## config.mk

```make
export PLATFORM = sky130hd
export DESIGN_NAME = serial_add_ctrl
export DESIGN_NICKNAME = d
export VERILOG_FILES = /design/src/rtl/serial_add_ctrl_pkg.sv /design/src/rtl/serial_fa_cell.sv /design/src/rtl/serial_add_ctrl.sv
export SDC_FILE = /design/constraint.sdc
export NUM_CORES = 1
export LEC_CHECK = 0
export ABC_AREA = 1
export CAP_MARGIN = 25
export CORE_MARGIN = 8
export CORE_UTILIZATION = 41
export CTS_BUF_LIST = sky130_fd_sc_hd__clkbuf_8
export CTS_CLUSTER_DIAMETER = 40
export CTS_CLUSTER_SIZE = 25
export DETAILED_ROUTE_END_ITERATION = 12
export PLACE_DENSITY = 0.66
export SETUP_SLACK_MARGIN = 0.1
export SLEW_MARGIN = 0
export SYNTH_ARGS = -nofsm -noshare
export SYNTH_HDL_FRONTEND = slang
export SYNTH_SLANG_ARGS = --single-unit
```

## constraint.sdc

```tcl
create_clock -name clk -period 1.65 [get_ports clk]
set_input_delay 0.4125 -clock clk [delete_from_list [all_inputs] [get_ports clk]]
set_output_delay 0.4125 -clock clk [all_outputs]
set_load 0.01 [all_outputs]
```

## src/rtl/serial_add_ctrl_pkg.sv

```systemverilog
// serial_add_ctrl_pkg: state encoding shared by the serial adder controller and its benches
package serial_add_ctrl_pkg;
  typedef enum logic [1:0] {
    ST_IDLE = 2'd0,
    ST_RUN  = 2'd1,
    ST_DONE = 2'd2
  } state_t;
endpackage

```

## src/rtl/serial_fa_cell.sv

```systemverilog
// serial_fa_cell: combinational 1-bit full adder used as the serial adder's datapath
module serial_fa_cell (
  input  logic a,
  input  logic b,
  input  logic ci,
  output logic s,
  output logic co
);
  assign s  = a ^ b ^ ci;
  assign co = (a & b) | (ci & (a ^ b));
endmodule

```

## src/rtl/serial_add_ctrl.sv

```systemverilog
// serial_add_ctrl: bit-serial WIDTH-bit adder, LSB first, one full-adder cell reused each cycle.
// Define SERIAL_ADD_SUB_EN to add the sub port (A-B via inverted B and forced carry-in).
module serial_add_ctrl
  import serial_add_ctrl_pkg::*;
#(
  parameter int WIDTH = 8
) (
  input  logic             clk,
  input  logic             rst_n,
  input  logic             start,
  input  logic [WIDTH-1:0] op_a,
  input  logic [WIDTH-1:0] op_b,
  input  logic             c_in,
`ifdef SERIAL_ADD_SUB_EN
  input  logic             sub,
`endif
  output logic             busy,
  output logic             done,
  output logic [WIDTH-1:0] sum,
  output logic             c_out,
  output logic             ovf
);
  localparam int CNT_W = $clog2(WIDTH + 1);
  state_t           r_state;
  logic [WIDTH-1:0] r_a, r_b, r_sum;
  logic [CNT_W-1:0] r_cnt;
  logic             r_cy, r_busy, r_done, r_co, r_ovf;
  logic             w_s, w_co, w_sub, w_accept;
`ifdef SERIAL_ADD_SUB_EN
  assign w_sub = sub;
`else
  assign w_sub = 1'b0;
`endif
  assign w_accept = start && (r_state != ST_RUN);
  serial_fa_cell u_cell (
    .a (r_a[0]),
    .b (r_b[0]),
    .ci(r_cy),
    .s (w_s),
    .co(w_co)
  );
  always_ff @(posedge clk or negedge rst_n) begin
    if (!rst_n) begin
      r_state <= ST_IDLE;
      r_a     <= '0;
      r_b     <= '0;
      r_sum   <= '0;
      r_cnt   <= '0;
      r_cy    <= 1'b0;
      r_busy  <= 1'b0;
      r_done  <= 1'b0;
      r_co    <= 1'b0;
      r_ovf   <= 1'b0;
    end else begin
      r_done <= 1'b0;
      if (w_accept) begin
        r_state <= ST_RUN;
        r_busy  <= 1'b1;
        r_a     <= op_a;
        r_b     <= w_sub ? ~op_b : op_b;
        r_cy    <= w_sub | c_in;
        r_cnt   <= '0;
        r_sum   <= '0;
        r_co    <= 1'b0;
        r_ovf   <= 1'b0;
      end else if (r_state == ST_RUN) begin
        // result bits enter at the MSB so the first (LSB) bit lands at bit 0 after WIDTH shifts
        r_cy  <= w_co;
        r_a   <= r_a >> 1;
        r_b   <= r_b >> 1;
        r_sum <= {w_s, r_sum[WIDTH-1:1]};
        r_cnt <= r_cnt + 1'b1;
        if (r_cnt == CNT_W'(WIDTH - 1)) begin
          r_co    <= w_co;
          r_ovf   <= r_cy ^ w_co;
          r_state <= ST_DONE;
          r_busy  <= 1'b0;
          r_done  <= 1'b1;
        end
      end else begin
        r_state <= ST_IDLE;
      end
    end
  end
  assign busy  = r_busy;
  assign done  = r_done;
  assign sum   = r_sum;
  assign c_out = r_co;
  assign ovf   = r_ovf;
endmodule
```

# After elaboration in Yosys (flattened, before gate mapping)
# Index checks and enable logic that the tools add are counted.
# word_totals
latch_bits,0
ram_bits,0
n_memories,0
out_inout_bits,12
regBits,35
mem_bits_ro,0
# op_classes
n_bitwise,6
muxes,25
div_mod_pow,0
eq_ne,4
order_cmp,0
shifts,0
n_reduce_logical,4
n_addsub,1
mul,0
# op_table
operator,n
8-bit 2-to-1 mux,6
1-bit 2-to-1 mux,14
4-bit 2-to-1 mux,2
2-bit 2-to-1 mux,3
"4-bit by 1-bit adder with 4-bit output, second input constant",1
"4-bit by 3-bit equality test with 1-bit output, second input constant",1
2-bit nonzero test,2
"3-bit by 2-bit inequality test with 1-bit output, second input constant",1
1-bit XOR,3
1-bit bitwise AND,2
"2-bit by 1-bit equality test with 1-bit output, second input constant",1
"2-bit by 1-bit inequality test with 1-bit output, second input constant",1
2-bit AND reduction,1
1-bit logical AND,1
1-bit OR,1

# Longest topological paths before layout
# logic_depth
word_depth,7
depth_mapped,7

# Modules after synthesis
# From an unflattened synthesis, not the netlist that was laid out.
# hier_totals
cells_unflattened,173
area_unflattened_um2,1515.2
# modules_own_cells
module,cells_per_inst,area_each_um2,instances
serial_add_ctrl,172,1495.2,1
serial_fa_cell,1,20.0,1

# Least setup slack after synthesis
# Ideal clock, no wire load.
# synth_path
kind,register to register
start,register r_cy
end,register r_ovf (netlist: ovf)
arrival_time_ns,1.073
path_buffers,0
path_stages_with_launch,7
t_required_ns,1.532
setup_ns,0.118
setup_slack_ns,0.459
cell_sequence,dfrtp_1 > inv_1 > fa_1 > inv_1 > nand2_1 > nand3_1 > nand2_1
# synth_via
elab_chain_len,6
# synth_rtl
element,line_no,rtl
from (decl),serial_add_ctrl.sv:27,"logic r_cy, r_busy, r_done, r_co, r_ovf;"
from (signal assigned),serial_add_ctrl.sv:61,r_cy <= w_sub | c_in;
from (signal assigned),serial_add_ctrl.sv:68,r_cy <= w_co;
1-bit bitwise AND,serial_fa_cell.sv:10,assign co = (a & b) | (ci & (a ^ b));
1-bit OR,serial_fa_cell.sv:10,
1-bit XOR *,serial_add_ctrl.sv:75,r_ovf <= r_cy ^ w_co;
1-bit 2-to-1 mux *,serial_add_ctrl.sv:73,if (r_cnt == CNT_W'(WIDTH - 1)) begin
1-bit 2-to-1 mux *,serial_add_ctrl.sv:66,end else if (r_state == ST_RUN) begin
1-bit 2-to-1 mux *,serial_add_ctrl.sv:56,if (w_accept) begin
to (signal assigned),serial_add_ctrl.sv:75,
to (decl),serial_add_ctrl.sv:27,
# Mark *: on every way between the ends. The rest lies on a longest branch, timed or not. The select of a mux whose other input is x is not followed.
# A chain may end at the register's enable or synchronous reset.

# Worst setup path in the final report
# layout_path
start,input port start
end,register r_sum[0] (netlist: sum[0])
# layout_via
elab_chain_len,2
elab_cells_between_ends,3
# layout_rtl
element,line_no,rtl
from (decl),serial_add_ctrl.sv:10,"input logic start,"
1-bit logical AND *,serial_add_ctrl.sv:34,assign w_accept = start && (r_state != ST_RUN);
8-bit 2-to-1 mux or 2-bit nonzero test (tied branches),--,
to (signal assigned),serial_add_ctrl.sv:71,"r_sum <= {w_s, r_sum[WIDTH-1:1]};"
to (decl),serial_add_ctrl.sv:25,"logic [WIDTH-1:0] r_a, r_b, r_sum;"
# Mark *: on every way between the ends. The rest lies on a longest branch, timed or not.

==> run metrics <==
met2 Use GR 19.9%; clock latency on the worst-skew pair approximately 0.29 ns; total CTS buffers 5; syn nets 194; Min-Delay Path Depth 2; CP max-delay cell clkdlybuf4s50_1; clk sinks 35; crit-path leading delay family buffers and inverters; CP Launch Type input port; Max clock buf depth 2; grt ovf 0; Syn. warnings 0; initial core utilization 42.1%; mux share of post-synthesis cell area 0%; Critical Path RT approximately 1.8 ns; Post-Synth XOR/XNOR Area 0%; Synth Area in Compound Gates 4.09%; pwr dens 1670 nW/um^2; Post-synth EDFFs 0; Avg WL per Cell around 12 um; Layout Cells excl Fill 258; Final Wtd Congestion 0.745; Worst R2R Setup Slack 0.29 ns; clk slew on worst S/H paths 0.07 ns; worst vdd ir 525 uV; worst setup path class input port to flip-flop; CTS tree done; area delta synth->final 31.5%; Slew HR 79.3%; M1 GR Usage 13.1%; Distinct cells, synth 20; initial antenna violation count 0; final net count 231; Synth top cells by count 68 x nand2_1, 35 x dfrtp_1, 20 x nand3_1; die width around 77 um; asr flop ratio synth 100%; Final Hold Viols 0; Vias/cell between 4 and 5; I/O pin count 32; Yosys top cell area share 57.2%; core area 3630 sq um; top-count cell post-synth nand2_1; H-Tree Depth 2; HP Class flip-flop to flip-flop; CP bufs+invs 3; reg2reg path depth 6; Worst setup EP type flip-flop; synthesized flop and latch total 35; Via Count 1,214; status completed; post-route minimum period 1.39 ns; DR pass1 iterations 5; mapped cell area between 1500 and 2000 sq um; fin. max-slew vios 0; Least-Margin Pin Slew just over 0.3 ns; clock root buffer clkbuf_8; largest cells by area after synthesis dfrtp_1 57%, nand2_1 17%, nand3_1 6.5%, inv_1 3.7%, o22ai_1 2.9%; CP cell instances clkdlybuf4s50_1 -> inv_1 -> nand2_4 -> clkinv_2 -> nand2_1 -> o21ai_2; die area 5940 sq um; DRT iter0 DRCs 59; share of layout cells above drive strength 1 approximately a tenth; largest net degree at the start of global routing 36; period utilization 84.0%; Worst path max stage delay roughly 0.48 ns; Final Util around 55%; total power 3370 uW; FP Rows 22; post-synth top area cell dfrtp_1; # DRC 0; Routed Antenna Nets 0; Post-Place Cells 250; RSZ-0062 raised after global routing no; DPL Wire Length 2290 um; top_reg_cell synth dfrtp_1; first-pass GRT wire length 5770 um; detailed-route wire length 3130 um; Cells after Synth 172; input/output buffers 31; main combinational cell family by area after synthesis simple AND/OR/NAND/NOR gates; GRT Max-Usage Layer met2; setup_tns 0 ns; met3 Usage GRT 3.38%; CP Depth 6; area share of fa/ha/maj cells after synthesis about 2.1%; Lkg Pwr a little over 0.001 uW; Simple-Gate Fraction of Synth Area 28.5%; register area share after synthesis 57.2%; Crit Path Max Fanout 20; FMAX between 700 and 800 MHz; vias in the first global route 1,358; syn avg cell area 8.90 sq um; GRT Overall Usage 11.6%; Antenna Cells 0; hold_ws 0.472 ns; CP arrival 1.56 ns; clk_skew 0.00625 ns; die height slightly below 80 um; filler cell count 366; max-cap violations 0; final setup violation count 0
==> timing repair <==
action,in CTS,in global routing
hold buffers,0,0
resized for setup,12,0
setup endpoints to repair,12,0
setup buffers,0,0
==> cell usage in the layout, fill, tap and decap left out, types with 3 or more instances in the layout <==
master,synthesis,final
nor2_1,6,6
o22ai_1,7,7
nand2_1,68,68
buf_4,2,3
clkbuf_8,0,6
inv_1,15,15
nand3_1,20,20
dfrtp_1,35,35
clkdlybuf4s50_1,0,19
dlygate4sd2_1,0,12
==> metal layers <==
layer | part of all wire (%) | vias up
li1 | - | 614
met1 | 47 | 561
met2 | 47 | 33
met3 | 5.0 | 6
met4 | 1.4 | 0
met5 | 0 | -
==> report_power, final <==
part	total (uW)	internal (uW)	switching (uW)
Combinational	1210	517	693
Sequential	1360	1180	181
Clock	795	489	306
==> path summary, 6_finish.rpt <==
kind | to | start
worst max register to register | sum[0] | r_state[1]
worst min register to register | r_a[7] | r_a[7]
worst max-delay path | sum[0] | start
max in group asynchronous | r_a[4] | rst_n
min in group asynchronous | ovf | rst_n
worst min-delay path | r_a[7] | r_a[7]
==> worst register-to-register path: stages, from the launching register on <==
cell,delay (ns)
dfrtp_1,0.41
inv_2,0.07
nand2_2,0.18
nand2_4,0.13
clkinv_2,0.23
nand2_1,0.17
o21ai_2,0.06
==> flip-flops by register name, indices dropped and copies added (netlist names), 2 cells and up <==
name     count
r_b          8
r_state      2
sum          8
r_a          8
r_cnt        4
==> per-stage QoR <==
| stage | worst slack [ns] | cell area, sq um |
|---|---|---|
| floorplan | 0.459 | 1530 |
| global placement | -0.000195 | 1910 |
| detailed placement | -0.0359 | 1910 |
| CTS | 0.252 | 2010 |
| global route | 0.143 | 2010 |
| finish | 0.264 | 2010 |
==> final cells by class <==
cell class	count	area, sq um	share of cell area, %
well taps	48	60.1	2.99
flip-flops and latches	35	876	43.5
repair buffers	36	358	17.8
inverters	18	68.8	3.42
clock buffers	6	82.6	4.10
multi-input cells	113	532	26.4
clock inverters	2	35.0	1.74
==> cell families after synthesis <==
logic type                 Yosys count
adders and majority gates            2
and+or+nand+nor                    101
AOI/OAI and AO/OA                   10
DFF                                 35
buffers and inverters               24
Power figures use the tool's default switching activity.
==> variant 1, RTL diff (config.mk and constraints unchanged) <==
Add a define of `SERIAL_ADD_SUB_EN`.
--- a/src/rtl/serial_add_ctrl.sv
+++ b/src/rtl/serial_add_ctrl.sv
@@ -1,5 +1,7 @@
 // serial_add_ctrl: bit-serial WIDTH-bit adder, LSB first, one full-adder cell reused each cycle.
 // Define SERIAL_ADD_SUB_EN to add the sub port (A-B via inverted B and forced carry-in).
+`define SERIAL_ADD_SUB_EN
+
 module serial_add_ctrl
   import serial_add_ctrl_pkg::*;
 #(
Interface: changed (added sub); port bits go from 32 to 33. No check against the original RTL was run, so the function may have changed too.
==> variant 1 against the original RTL <==
Global-route usage grew 0.091 points. Utilization decreased by 1.9 points. Sequential share of layout area shrank 1.3 points. Routed wire length up 4.6%. Sequential cell count unchanged. Final area increased by 3.2%. Clock skew decreased by 1.7 ps. Total power is 2.1% higher. Area after synthesis grew 5.7%. Hold slack lost 7.7 ps. Setup slack improved by 17 ps.
==> variant 1: results (changes against the original RTL) <==
\begin{tabular}{lr}
\hline
Metric & Value \\
\hline
\multicolumn{2}{l}{\textbf{Status}} \\
\quad Status & complete, no violations \\
\multicolumn{2}{l}{\textbf{Setup path}} \\
\quad Slowest cell delay on critical path & 390 ps (-90 ps) \\
\quad Crit path max-delay family & flip-flops \\
\quad Flop-to-flop setup slack & 350 ps (+60 ps) \\
\quad Crit-path slowest cell & sky130\_fd\_sc\_hd\_\_dfrtp\_1 \\
\quad Maximum fanout along the worst path & 2 (-90\%) \\
\quad Critical path data arrival time & 960 ps (-600 ps) \\
\quad Startpoint of the lowest-slack register-to-register path & r\_cy \\
\multicolumn{2}{l}{\textbf{Timing}} \\
\quad WHS & 464.0 ps (-7.744 ps) \\
\quad Fin Clk Skew & 4.517 ps (-1.735 ps) \\
\quad Headroom to the max-slew limit & 81.82\% (+2.5 points) \\
\multicolumn{2}{l}{\textbf{Detailed routing}} \\
\quad Count of routing violations after the opening detailed-route iteration & 52 (-12\%) \\
\quad Routed wire length & 3276 um (+4.6\%) \\
\quad Total vias in the final route & 1,270 (+4.6\%) \\
\quad DRT Pass-1 Iters & 4 (-1) \\
\multicolumn{2}{l}{\textbf{Pwr}} \\
\quad Max IR drop VDD & 0.0005830 V (+11\%) \\
\quad LEAKAGE & 1.066 nW (+3.6\%) \\
\quad Proportion of total power due to net switching & 38.19\% (+3.1 points) \\
\multicolumn{2}{l}{\textbf{Placement}} \\
\quad HPWL after detailed placement & 2381 um (+3.9\%) \\
\quad GPL Wtd Cong & 0.7234 (-2.9\%) \\
\quad Setup slack after placement & 75.08 ps (+111.0 ps) \\
\quad Port Buf Inserts & 32 (+3.2\%) \\
\multicolumn{2}{l}{\textbf{GRT}} \\
\quad Global router's overall resource usage & 11.72\% (+0.091 points) \\
\quad Via count of the first global-routing pass & 1,223 (-9.9\%) \\
\multicolumn{2}{l}{\textbf{Yosys}} \\
\quad Sequential area share after synthesis & 54.14\% (-3.1 points) \\
\quad Cell types with the highest counts after synthesis & sky130\_fd\_sc\_hd\_\_nand2\_1 (64), sky130\_fd\_sc\_hd\_\_dfrtp\_1 (35), sky130\_fd\_sc\_hd\_\_nand3\_1 (21), sky130\_fd\_sc\_hd\_\_inv\_1 (17) \\
\quad Post-synth net total & 203 (+4.6\%) \\
\quad Number of distinct library cells after synthesis & 22 (+10\%) \\
\quad Synth area leaders & sky130\_fd\_sc\_hd\_\_dfrtp\_1 (54\%), sky130\_fd\_sc\_hd\_\_nand2\_1 (15\%), sky130\_fd\_sc\_hd\_\_nand3\_1 (6.5\%) \\
\multicolumn{2}{l}{\textbf{Final layout}} \\
\quad Fraction of layout cells with a size suffix above 1 & 9.677\% (-0.80 points) \\
\hline
\end{tabular}
[variant 1: routing by layer]
layer / track usage (%) / vias to the layer above / part of all wire [%]
li1: - / 635 / -
met1: 13.63 / 600 / 47
met2: 18.23 / 30 / 44
met3: 5.418 / 5 / 7.4
met4: 5.000 / 0 / 1.9
met5: 0 / - / 0
[variant 1: how the worst max path moves through the flow]
stage,startpoint,slack (ps),end
finish,c_out,280,c_out
detailed placement,start,80,r_b[6]
CTS,sum[1],270,sum[1]
global placement,start,100,r_b[4]
global route,r_cnt[0],210,ovf
floorplan,r_cy,460,ovf
[variant 1: cell type report]
class                           instances  area, sq um
Multi-Input combinational cell        119        605.6
Timing Repair Buffer                   38        387.9
Clock buffer                            5        68.82
Clock inverter                          1        3.754
Tap cell                               50        62.56
Inverter                               19        71.32
Fill cell                             378         1809
Sequential cell                        35        875.8
[variant 1: power by group through the flow]
stage / Combinational (mW) / Sequential, mW / Clock (mW)
finish: 1.47 / 1.42 / 0.544
global route: 1.68 / 1.46 / 0.595
CTS: 1.50 / 1.42 / 0.564
detailed placement: 1.59 / 1.44 / 0
global placement: 1.55 / 1.43 / 0
floorplan: 1.02 / 1.46 / 0
[variant 1: through the flow]
stage / cell area (sq um) / instances
after global routing: 2076 / 267
after floorplan: 1618 / 180
final: 2076 / 267
after global placement: 2018 / 261
after CTS: 2076 / 267
after detailed placement: 2018 / 261
[variant 1: cells by family after synthesis]
family	synth area share, %
compound gates	4.718
flops	54.14
xor+xnor	4.331
simple gates	26.37
buf+inv	8.429
fa+ha+maj	2.011
[variant 1: repair_timing]
item | 4_1_cts | 5_1_grt
hold endpoints to repair | 0 | 0
setup endpoints to repair | 12 | 0
gates resized for setup | 12 | 0
==> variant 2, RTL diff (same flow settings) <==
Made on the original files. Put one more register stage on the output `done`, without a reset. The value now appears one clock later. The other outputs are not delayed to match.
--- a/src/rtl/serial_add_ctrl.sv
+++ b/src/rtl/serial_add_ctrl.sv
@@ -83,7 +83,9 @@
     end
   end
   assign busy  = r_busy;
-  assign done  = r_done;
+  always_ff @(posedge clk) begin
+    done <= r_done;
+  end
   assign sum   = r_sum;
   assign c_out = r_co;
   assign ovf   = r_ovf;
Function: changed (Yosys sat finds a counterexample within 10 cycles, from zero or initial values and one cycle with rst_n low).
==> variant 2 against the original RTL <==
Total power down 4.6%. Critical path depth unchanged. Setup slack better by 20 ps. Sequential cell count up 1. Hold slack worse by 120 ps. Area after synthesis up 1.3%. Utilization down 0.83 points. Final area down 0.75%. Die area up 1.0%. Critical endpoint is now r_cy. Routed wire length down 2.1%. Sequential share of layout area up 1.3 points.
==> variant 2: results (changes against the original RTL) <==
\begin{tabular}{lr}
\hline
Metric & Value \\
\hline
\multicolumn{2}{l}{\textbf{Status}} \\
\quad Status & complete, no violations \\
\multicolumn{2}{l}{\textbf{Detailed routing}} \\
\quad Met1 layer wirelength in the final routing & 1472 um (+0.55\%) \\
\quad DR vias/cell & 4.628 (-1.6\%) \\
\quad DRT Pass-1 Iters & 4 (-1) \\
\quad Routed wire length & 3068 um (-2.1\%) \\
\quad Met2 layer wire length in the routed design & 1391 um (-5.3\%) \\
\multicolumn{2}{l}{\textbf{GRT}} \\
\quad Met1 track demand over resource in global routing & 13.52\% (+0.41 points) \\
\quad Met3 routing resource usage after global routing & 3.571\% (+0.19 points) \\
\quad GR Layer Usage met2 & 17.02\% (-2.9 points) \\
\quad Global router's overall resource usage & 11.11\% (-0.52 points) \\
\multicolumn{2}{l}{\textbf{Yosys}} \\
\quad FFs w/ async S/R, synth & 97.22\% (-2.8 points) \\
\quad Number of distinct library cells after synthesis & 21 (+5.0\%) \\
\quad Cells after Synth & 173 (+0.58\%) \\
\quad Sequential area share after synthesis & 57.79\% (+0.55 points) \\
\quad Post-synth net total & 195 (+0.52\%) \\
\quad Synth area leaders & sky130\_fd\_sc\_hd\_\_dfrtp\_1 (56\%), sky130\_fd\_sc\_hd\_\_nand2\_1 (16\%), sky130\_fd\_sc\_hd\_\_nand3\_1 (6.5\%) \\
\multicolumn{2}{l}{\textbf{Placement}} \\
\quad GPL Wtd Cong & 0.7505 (+0.78\%) \\
\multicolumn{2}{l}{\textbf{Final layout}} \\
\quad Fraction of area in registers & 44.86\% (+1.3 points) \\
\quad Fraction of layout cells with a size suffix above 1 & 9.048\% (-1.4 points) \\
\quad Portion of the layout cell area used by non-clock buffers & 17.54\% (-0.24 points) \\
\quad Clock distribution area overhead in the final layout & 4.511\% (-1.3 points) \\
\multicolumn{2}{l}{\textbf{Timing}} \\
\quad Fin Clk Skew & 2.913 ps (-3.339 ps) \\
\quad Headroom to the max-slew limit & 77.98\% (-1.3 points) \\
\multicolumn{2}{l}{\textbf{Min path}} \\
\quad Number of cells traversed by the worst hold path & 0 (-2) \\
\multicolumn{2}{l}{\textbf{Pwr}} \\
\quad LEAKAGE & 1.025 nW (-0.44\%) \\
\hline
\end{tabular}
-- variant 2: final timing paths --
path / start / to / slack [ps]
setup / recovery: start / r_cy / 280
hold / removal: r_done / done / 350
setup reg to reg: r_state[1] / r_cy / 310
hold reg to reg: r_done / done / 350
max in group asynchronous: rst_n / r_b[2] / 970
min in group asynchronous: rst_n / sum[6] / 500
-- variant 2: stage by stage --
stage / power, mW / cell area, sq um / setup WS, ps / utilization (%)
2_1_floorplan: 2.246 / 1550 / 459.1 / -
4_1_cts: 3.279 / 1997 / 262.4 / 54.55
5_1_grt: 3.489 / 1997 / 130.2 / 54.55
3_5_place_dp: 2.721 / 1922 / -24.26 / 52.49
3_3_place_gp: 2.666 / 1922 / -2.086 / 52.49
6_report: 3.213 / 1997 / 284.5 / 54.55
-- variant 2: where the power goes --
part,switching [mW],internal [mW],total [mW]
Clock,0.296,0.328,0.623
Sequential,0.185,1.21,1.40
Combinational,0.682,0.511,1.19
